==> src/rtl/ddr_ring_sched.sv <==
// ddr_ring_sched: schedules S2MM (write) and MM2S (read) datamover commands
// over a ring of fixed-size DDR chunks, with one outstanding command total.
// Optional build macro RING_SCHED_TAG_CHECK_EN: when defined, a status whose
// tag field [3:0] differs from the outstanding command's tag is an error.
module ddr_ring_sched #(
    parameter int unsigned CHUNK_BYTES = 4096,
    parameter int unsigned RING_CHUNKS = 16,
    parameter logic [31:0] BASE_ADDR   = 32'h0000_0000
) (
    input  logic        clk,
    input  logic        reset_n,
    input  logic        enable,
    input  logic        rd_req,
    output logic [71:0] S_AXIS_S2MM_CMD_tdata,
    output logic        S_AXIS_S2MM_CMD_tvalid,
    input  logic        S_AXIS_S2MM_CMD_tready,
    input  logic [7:0]  M_AXIS_S2MM_STS_tdata,
    input  logic        M_AXIS_S2MM_STS_tvalid,
    output logic        M_AXIS_S2MM_STS_tready,
    output logic [71:0] S_AXIS_MM2S_CMD_tdata,
    output logic        S_AXIS_MM2S_CMD_tvalid,
    input  logic        S_AXIS_MM2S_CMD_tready,
    input  logic [7:0]  M_AXIS_MM2S_STS_tdata,
    input  logic        M_AXIS_MM2S_STS_tvalid,
    output logic        M_AXIS_MM2S_STS_tready,
    output logic [8:0]  fill,
    output logic        full,
    output logic        err
);

    localparam int unsigned PW      = $clog2(RING_CHUNKS);
    localparam logic [8:0]  RING_N  = 9'(RING_CHUNKS);
    localparam logic [31:0] CHUNK32 = 32'(CHUNK_BYTES);

    typedef enum logic [2:0] {
        IDLE, ISSUE_WR, WAIT_WR, ISSUE_RD, WAIT_RD, ERROR
    } state_e;

    state_e         state_q, state_d;
    logic [PW-1:0]  wr_ptr_q, wr_ptr_d, rd_ptr_q, rd_ptr_d;
    logic [8:0]     fill_q, fill_d;
    logic [3:0]     tag_q, tag_d;
    logic           rd_pend_q, rd_pend_d;
    logic           err_q, err_d;
    logic           last_wr_q, last_wr_d;
    logic [71:0]    cmd_q, cmd_d;

    logic wr_pending, rd_pending, grant_wr, grant_rd;
    logic wr_cmd_hs, rd_cmd_hs, wr_sts_hs, rd_sts_hs;
    logic wr_sts_good, rd_sts_good, tag_ok_wr, tag_ok_rd;

    // Command word: fixed BTT, INCR, EOF; address from ring pointer; tag on top.
    function automatic logic [71:0] mk_cmd(input logic [PW-1:0] ptr, input logic [3:0] tag);
        logic [31:0] addr;
        addr = BASE_ADDR + ({{(32-PW){1'b0}}, ptr} * CHUNK32);
        return {4'h0, tag, addr, 1'b0, 1'b1, 6'h00, 1'b1, 23'(CHUNK_BYTES)};
    endfunction

`ifdef RING_SCHED_TAG_CHECK_EN
    assign tag_ok_wr = (M_AXIS_S2MM_STS_tdata[3:0] == cmd_q[67:64]);
    assign tag_ok_rd = (M_AXIS_MM2S_STS_tdata[3:0] == cmd_q[67:64]);
`else
    // Tag field is ignored in this build.
    logic unused_sts_tags;
    assign unused_sts_tags = ^{M_AXIS_S2MM_STS_tdata[3:0], M_AXIS_MM2S_STS_tdata[3:0]};
    assign tag_ok_wr = 1'b1;
    assign tag_ok_rd = 1'b1;
`endif

    assign full        = (fill_q == RING_N);
    assign fill        = fill_q;
    assign err         = err_q;
    assign wr_pending  = enable && !full;
    assign rd_pending  = rd_pend_q && (fill_q != 9'd0);
    // Round robin: on contention the direction not granted last wins.
    assign grant_wr    = wr_pending && (!rd_pending || !last_wr_q);
    assign grant_rd    = rd_pending && (!wr_pending ||  last_wr_q);
    assign wr_cmd_hs   = (state_q == ISSUE_WR) && S_AXIS_S2MM_CMD_tready;
    assign rd_cmd_hs   = (state_q == ISSUE_RD) && S_AXIS_MM2S_CMD_tready;
    assign wr_sts_hs   = (state_q == WAIT_WR)  && M_AXIS_S2MM_STS_tvalid;
    assign rd_sts_hs   = (state_q == WAIT_RD)  && M_AXIS_MM2S_STS_tvalid;
    assign wr_sts_good = M_AXIS_S2MM_STS_tdata[7] && (M_AXIS_S2MM_STS_tdata[6:4] == 3'b000) && tag_ok_wr;
    assign rd_sts_good = M_AXIS_MM2S_STS_tdata[7] && (M_AXIS_MM2S_STS_tdata[6:4] == 3'b000) && tag_ok_rd;

    // FSM state register; reset drops any in-flight command.
    always_ff @(posedge clk or negedge reset_n) begin
        if (!reset_n) state_q <= IDLE;
        else          state_q <= state_d;
    end

    // FSM next-state logic.
    always_comb begin
        state_d = state_q;
        unique case (state_q)
            IDLE:     if (grant_wr) state_d = ISSUE_WR;
                      else if (grant_rd) state_d = ISSUE_RD;
            ISSUE_WR: if (wr_cmd_hs) state_d = WAIT_WR;
            WAIT_WR:  if (wr_sts_hs) state_d = wr_sts_good ? IDLE : ERROR;
            ISSUE_RD: if (rd_cmd_hs) state_d = WAIT_RD;
            WAIT_RD:  if (rd_sts_hs) state_d = rd_sts_good ? IDLE : ERROR;
            ERROR:    state_d = ERROR;
            default:  state_d = IDLE;
        endcase
    end

    // FSM outputs: handshake strobes decoded from state only.
    always_comb begin
        S_AXIS_S2MM_CMD_tvalid = (state_q == ISSUE_WR);
        S_AXIS_MM2S_CMD_tvalid = (state_q == ISSUE_RD);
        M_AXIS_S2MM_STS_tready = (state_q == WAIT_WR);
        M_AXIS_MM2S_STS_tready = (state_q == WAIT_RD);
        S_AXIS_S2MM_CMD_tdata  = cmd_q;
        S_AXIS_MM2S_CMD_tdata  = cmd_q;
    end

    // Ring bookkeeping: pointers, fill, tag, pending read, error, command latch.
    always_comb begin
        wr_ptr_d  = wr_ptr_q;
        rd_ptr_d  = rd_ptr_q;
        fill_d    = fill_q;
        tag_d     = tag_q;
        rd_pend_d = rd_pend_q;
        err_d     = err_q;
        last_wr_d = last_wr_q;
        cmd_d     = cmd_q;
        if (state_q == IDLE && (grant_wr || grant_rd)) begin
            cmd_d     = mk_cmd(grant_wr ? wr_ptr_q : rd_ptr_q, tag_q);
            last_wr_d = grant_wr;
        end
        if (wr_cmd_hs || rd_cmd_hs) tag_d = tag_q + 4'd1;
        if (rd_cmd_hs)   rd_pend_d = 1'b0;
        else if (rd_req) rd_pend_d = 1'b1;
        if (wr_sts_hs && wr_sts_good && fill_q != RING_N) begin
            wr_ptr_d = wr_ptr_q + 1'b1;
            fill_d   = fill_q + 9'd1;
        end
        if (rd_sts_hs && rd_sts_good && fill_q != 9'd0) begin
            rd_ptr_d = rd_ptr_q + 1'b1;
            fill_d   = fill_q - 9'd1;
        end
        if ((wr_sts_hs && !wr_sts_good) || (rd_sts_hs && !rd_sts_good)) err_d = 1'b1;
    end

    // Bookkeeping registers.
    always_ff @(posedge clk or negedge reset_n) begin
        if (!reset_n) begin
            wr_ptr_q  <= '0;
            rd_ptr_q  <= '0;
            fill_q    <= '0;
            tag_q     <= '0;
            rd_pend_q <= 1'b0;
            err_q     <= 1'b0;
            last_wr_q <= 1'b0;
            cmd_q     <= '0;
        end else begin
            wr_ptr_q  <= wr_ptr_d;
            rd_ptr_q  <= rd_ptr_d;
            fill_q    <= fill_d;
            tag_q     <= tag_d;
            rd_pend_q <= rd_pend_d;
            err_q     <= err_d;
            last_wr_q <= last_wr_d;
            cmd_q     <= cmd_d;
        end
    end

endmodule

==> config.mk <==
export PLATFORM = sky130hd
export DESIGN_NAME = ddr_ring_sched
export DESIGN_NICKNAME = d
export VERILOG_FILES = /design/src/rtl/ddr_ring_sched.sv
export SDC_FILE = /design/constraint.sdc
export NUM_CORES = 1
export LEC_CHECK = 0
export CORE_MARGIN = 8
export CORE_UTILIZATION = 39
export DETAILED_ROUTE_END_ITERATION = 10
export PLACE_DENSITY = 0.91
export SYNTH_ARGS = -nofsm -noshare
export SYNTH_HDL_FRONTEND = slang
export SYNTH_SLANG_ARGS = --single-unit
export TNS_END_PERCENT = 20
==> constraint.sdc <==
create_clock -name clk -period 3.1 [get_ports clk]
set_input_delay 0.93 -clock clk [delete_from_list [all_inputs] [get_ports clk]]
set_output_delay 0.93 -clock clk [all_outputs]
set_load 0.02 [all_outputs]
==> results.txt <==
Worst setup EP type = output pin
post-layout net count = 419
worst path required time = 2.17 ns
detailed-route DRC error count = 0
Pint = 1.26 mW
TritonCTS Buffers = 5
Setup violations, final = 0
Top Ports = 183
vias in the first global route = 2269
pwr dens = 617 nW/um^2
clk_skew = 0.0104 ns
area delta synth->final = 13.1%
Syn Area/Cell = 9.64 um^2
Tcrit/Tclk final = 0.964
min Tclk post-route = 2.99 ns
Hold Crit Class = reg2reg
Sw Ratio = 0.413
metal3 WL = 558 um
largest net degree at the start of global routing = 37
Clock Latency Late Sink = 0.29 ns
most common cell after layout, fill and taps aside = conb_1
Detail Route met2 WL = 3620 um
Routed Wire Length = 6770 um
RSZ-0062 raised after global routing = no
initial antenna violation count = 0
WL met1 = 2470 um
Yosys reg bits = 36
most frequent cells in the layout = conb_1 (122), clkdlybuf4s50_1 (46), dfrtp_1 (36)
CTS Buffer Depth = 2
final hold vios = 0
Ant. Diodes = 0
Vias/cell = 4.22
Max Cap Viol = 0
layout cell share with drive strength beyond 1 = 0.158
Die Wd = 105 um
CTS Hold Buffers Added = 0
Worst Setup Slack, final = 0.111 ns
critical path launch point type = flop
Hold Crit Start = wr_ptr_q[3]$_DFFE_PN0P_
die area = 11000 um^2
critical path launch point = fill[8]$_DFFE_PN0P_
detailed router's first-iteration violation count = 60
Peak Freq = 335 MHz
Worst path top cell family by delay = simple AND/OR/NAND/NOR gates
htree depth = 2
Max stage delay on crit path = 0.62 ns
worst endpoint data arrival time = 2.06 ns
Slew Limit Fails = 0
Netlist cell types = 50
Final Util = 0.454
DP Worst Slack = -0.481 ns
CTS tree = done
Clk network pwr share = 0.192
max layer used = met4
critical path class = reg2out
Routed Antenna Nets = 0
clk slew on worst S/H paths = 0.08 ns
clock sink count = 36
row count = 32
first-pass GRT wire length = 11000 um
number of enable flip-flop cells after synthesis = 0
Filler cells = 731
Yosys warning count = 0
predominant post-synthesis flop cell = dfrtp_1
core box area = 7690 um^2
Sequential Power Share = 0.342
first-pass iteration count of the detailed router = 4
CP max stage cell = clkdlybuf4s50_1
gpl congestion = 0.856
combinational power share = 0.465
Mapped Cells = 320
Cell Chain, Critical Path = nor4_4 > and3_1 > clkdlybuf4s50_1
via count = 2054
sw power = 0.889 mW
initial core utilization = 0.401
root buffer cell = clkbuf_8
Reg2Reg Launch Point = fill[8]$_DFFE_PN0P_
Die Y = 105 um
CP Max Fanout = 3
GRT overflow = 0
Pleak = 1.74 nW
status = complete, no violations
Slew HR = 0.459
register area share after synthesis = 0.292
Buf+Inv Stages, Crit Path = 1
DP HPWL = 5590 um
Worst Tran Pin Value = 0.811 ns
VDD IR max = 0.000299 V
routed wire length per instance = 13.9 um
async set or reset register ratio after synthesis = 1.00
synthesized cell area = 3090 um^2
PortBufs = 52
Total Routing Usage GR = 0.119
==> worst register-to-register path: cells and delay by family, from the launching register on <==
family | cells | cell delay, ns
buffers and inverters | 2 | 0.31
xor gates and xnor gates | 1 | 0.13
DFF | 1 | 0.45
muxes | 1 | 0.24
and+or+nand+nor | 1 | 0.45
AOI/OAI and AO/OA | 4 | 0.77
adders and majority gates | 1 | 0.39
==> routing by layer <==
metal | GRT usage | vias up
li1 | - | 951
met2 | 0.221 | 99
met3 | 0.0516 | 13
met4 | 0.0377 | 0
met5 | 0 | -
met1 | 0.114 | 991
==> cell families after synthesis <==
group           after synthesis  share of synthesized area
simple gates                 50                      0.103
xor+xnor                     17                     0.0483
buf+inv                     145                      0.343
fa+ha+maj                    11                     0.0470
mux                          19                     0.0710
flops                        36                      0.292
compound gates               41                     0.0937
other cells                   1                    0.00122
==> synth_stat cells, types with 3 or more instances <==
cell | count | area share
dfrtp_1 | 36 | 0.29
clkbuf_1 | 3 | 0.0036
mux2_2 | 9 | 0.033
ha_1 | 10 | 0.041
inv_1 | 4 | 0.0049
a21oi_1 | 10 | 0.016
nor2_1 | 7 | 0.0085
nand4_1 | 5 | 0.010
xor2_1 | 5 | 0.014
xnor2_1 | 12 | 0.034
nand2_1 | 13 | 0.016
o21ai_0 | 16 | 0.026
a31oi_1 | 3 | 0.0061
buf_4 | 135 | 0.33
mux2i_1 | 8 | 0.026
nand2b_1 | 4 | 0.0081
==> state kept, by name, indices dropped and copies added (netlist names) <==
register / cells
last_wr_q: 1
rd_ptr_q: 4
rd_pend_q: 1
state_q: 3
wr_ptr_q: 4
S_AXIS_MM2S_CMD_tdata: 9
err: 1
tag_q: 4
fill: 9
==> repair_timing <==
item,in CTS,in global routing
pin swaps,8,8
setup endpoints to repair,4,4
setup buffers,2,2
gates resized for setup,10,5
==> metrics by stage <==
stage	std cells	hold slack, ns	TNS, ns	power [mW]	cell area (um^2)
5_1_grt	487	0.498	0	2.30	3490
2_1_floorplan	441	0.442	-0.821	1.54	3580
4_1_cts	485	0.483	0	2.17	3480
3_5_place_dp	475	0.472	-2.35	1.75	3350
6_report	487	0.479	0	2.15	3490
3_3_place_gp	475	0.459	-2.00	1.71	3350
==> power by group through the flow <==
stage	Clock (mW)	Combinational, mW	Sequential, mW
5_1_grt	0.439	1.09	0.769
2_1_floorplan	0	0.802	0.737
3_5_place_dp	0	1.01	0.747
6_report	0.414	1.00	0.737
3_3_place_gp	0	0.979	0.733
4_1_cts	0.425	1.01	0.739
==> final cells by class <==
cell class	count	area, um^2	area share
inverter	4	15.0	0.00430
multi-input combinational	260	1630	0.467
clock buffer	5	68.8	0.0197
timing repair buffer	77	707	0.203
tap	102	128	0.0366
clock inverter	3	42.5	0.0122
sequential	36	901	0.258
==> final timing paths <==
check / endpoint / slack (ns) / cells past startpoint
max: full / 0.11 / 3
min: wr_ptr_q[3]$_DFFE_PN0P_ / 0.48 / 1
max reg2reg: fill[8]$_DFFE_PN0P_ / 0.30 / 10
min reg2reg: wr_ptr_q[3]$_DFFE_PN0P_ / 0.48 / 1
max in group asynchronous: fill[0]$_DFFE_PN0P_ / 1.85 / 1
min in group asynchronous: rd_pend_q$_DFFE_PN0P_ / 0.73 / 1
Note: power is estimated with default switching activity, not from simulation.
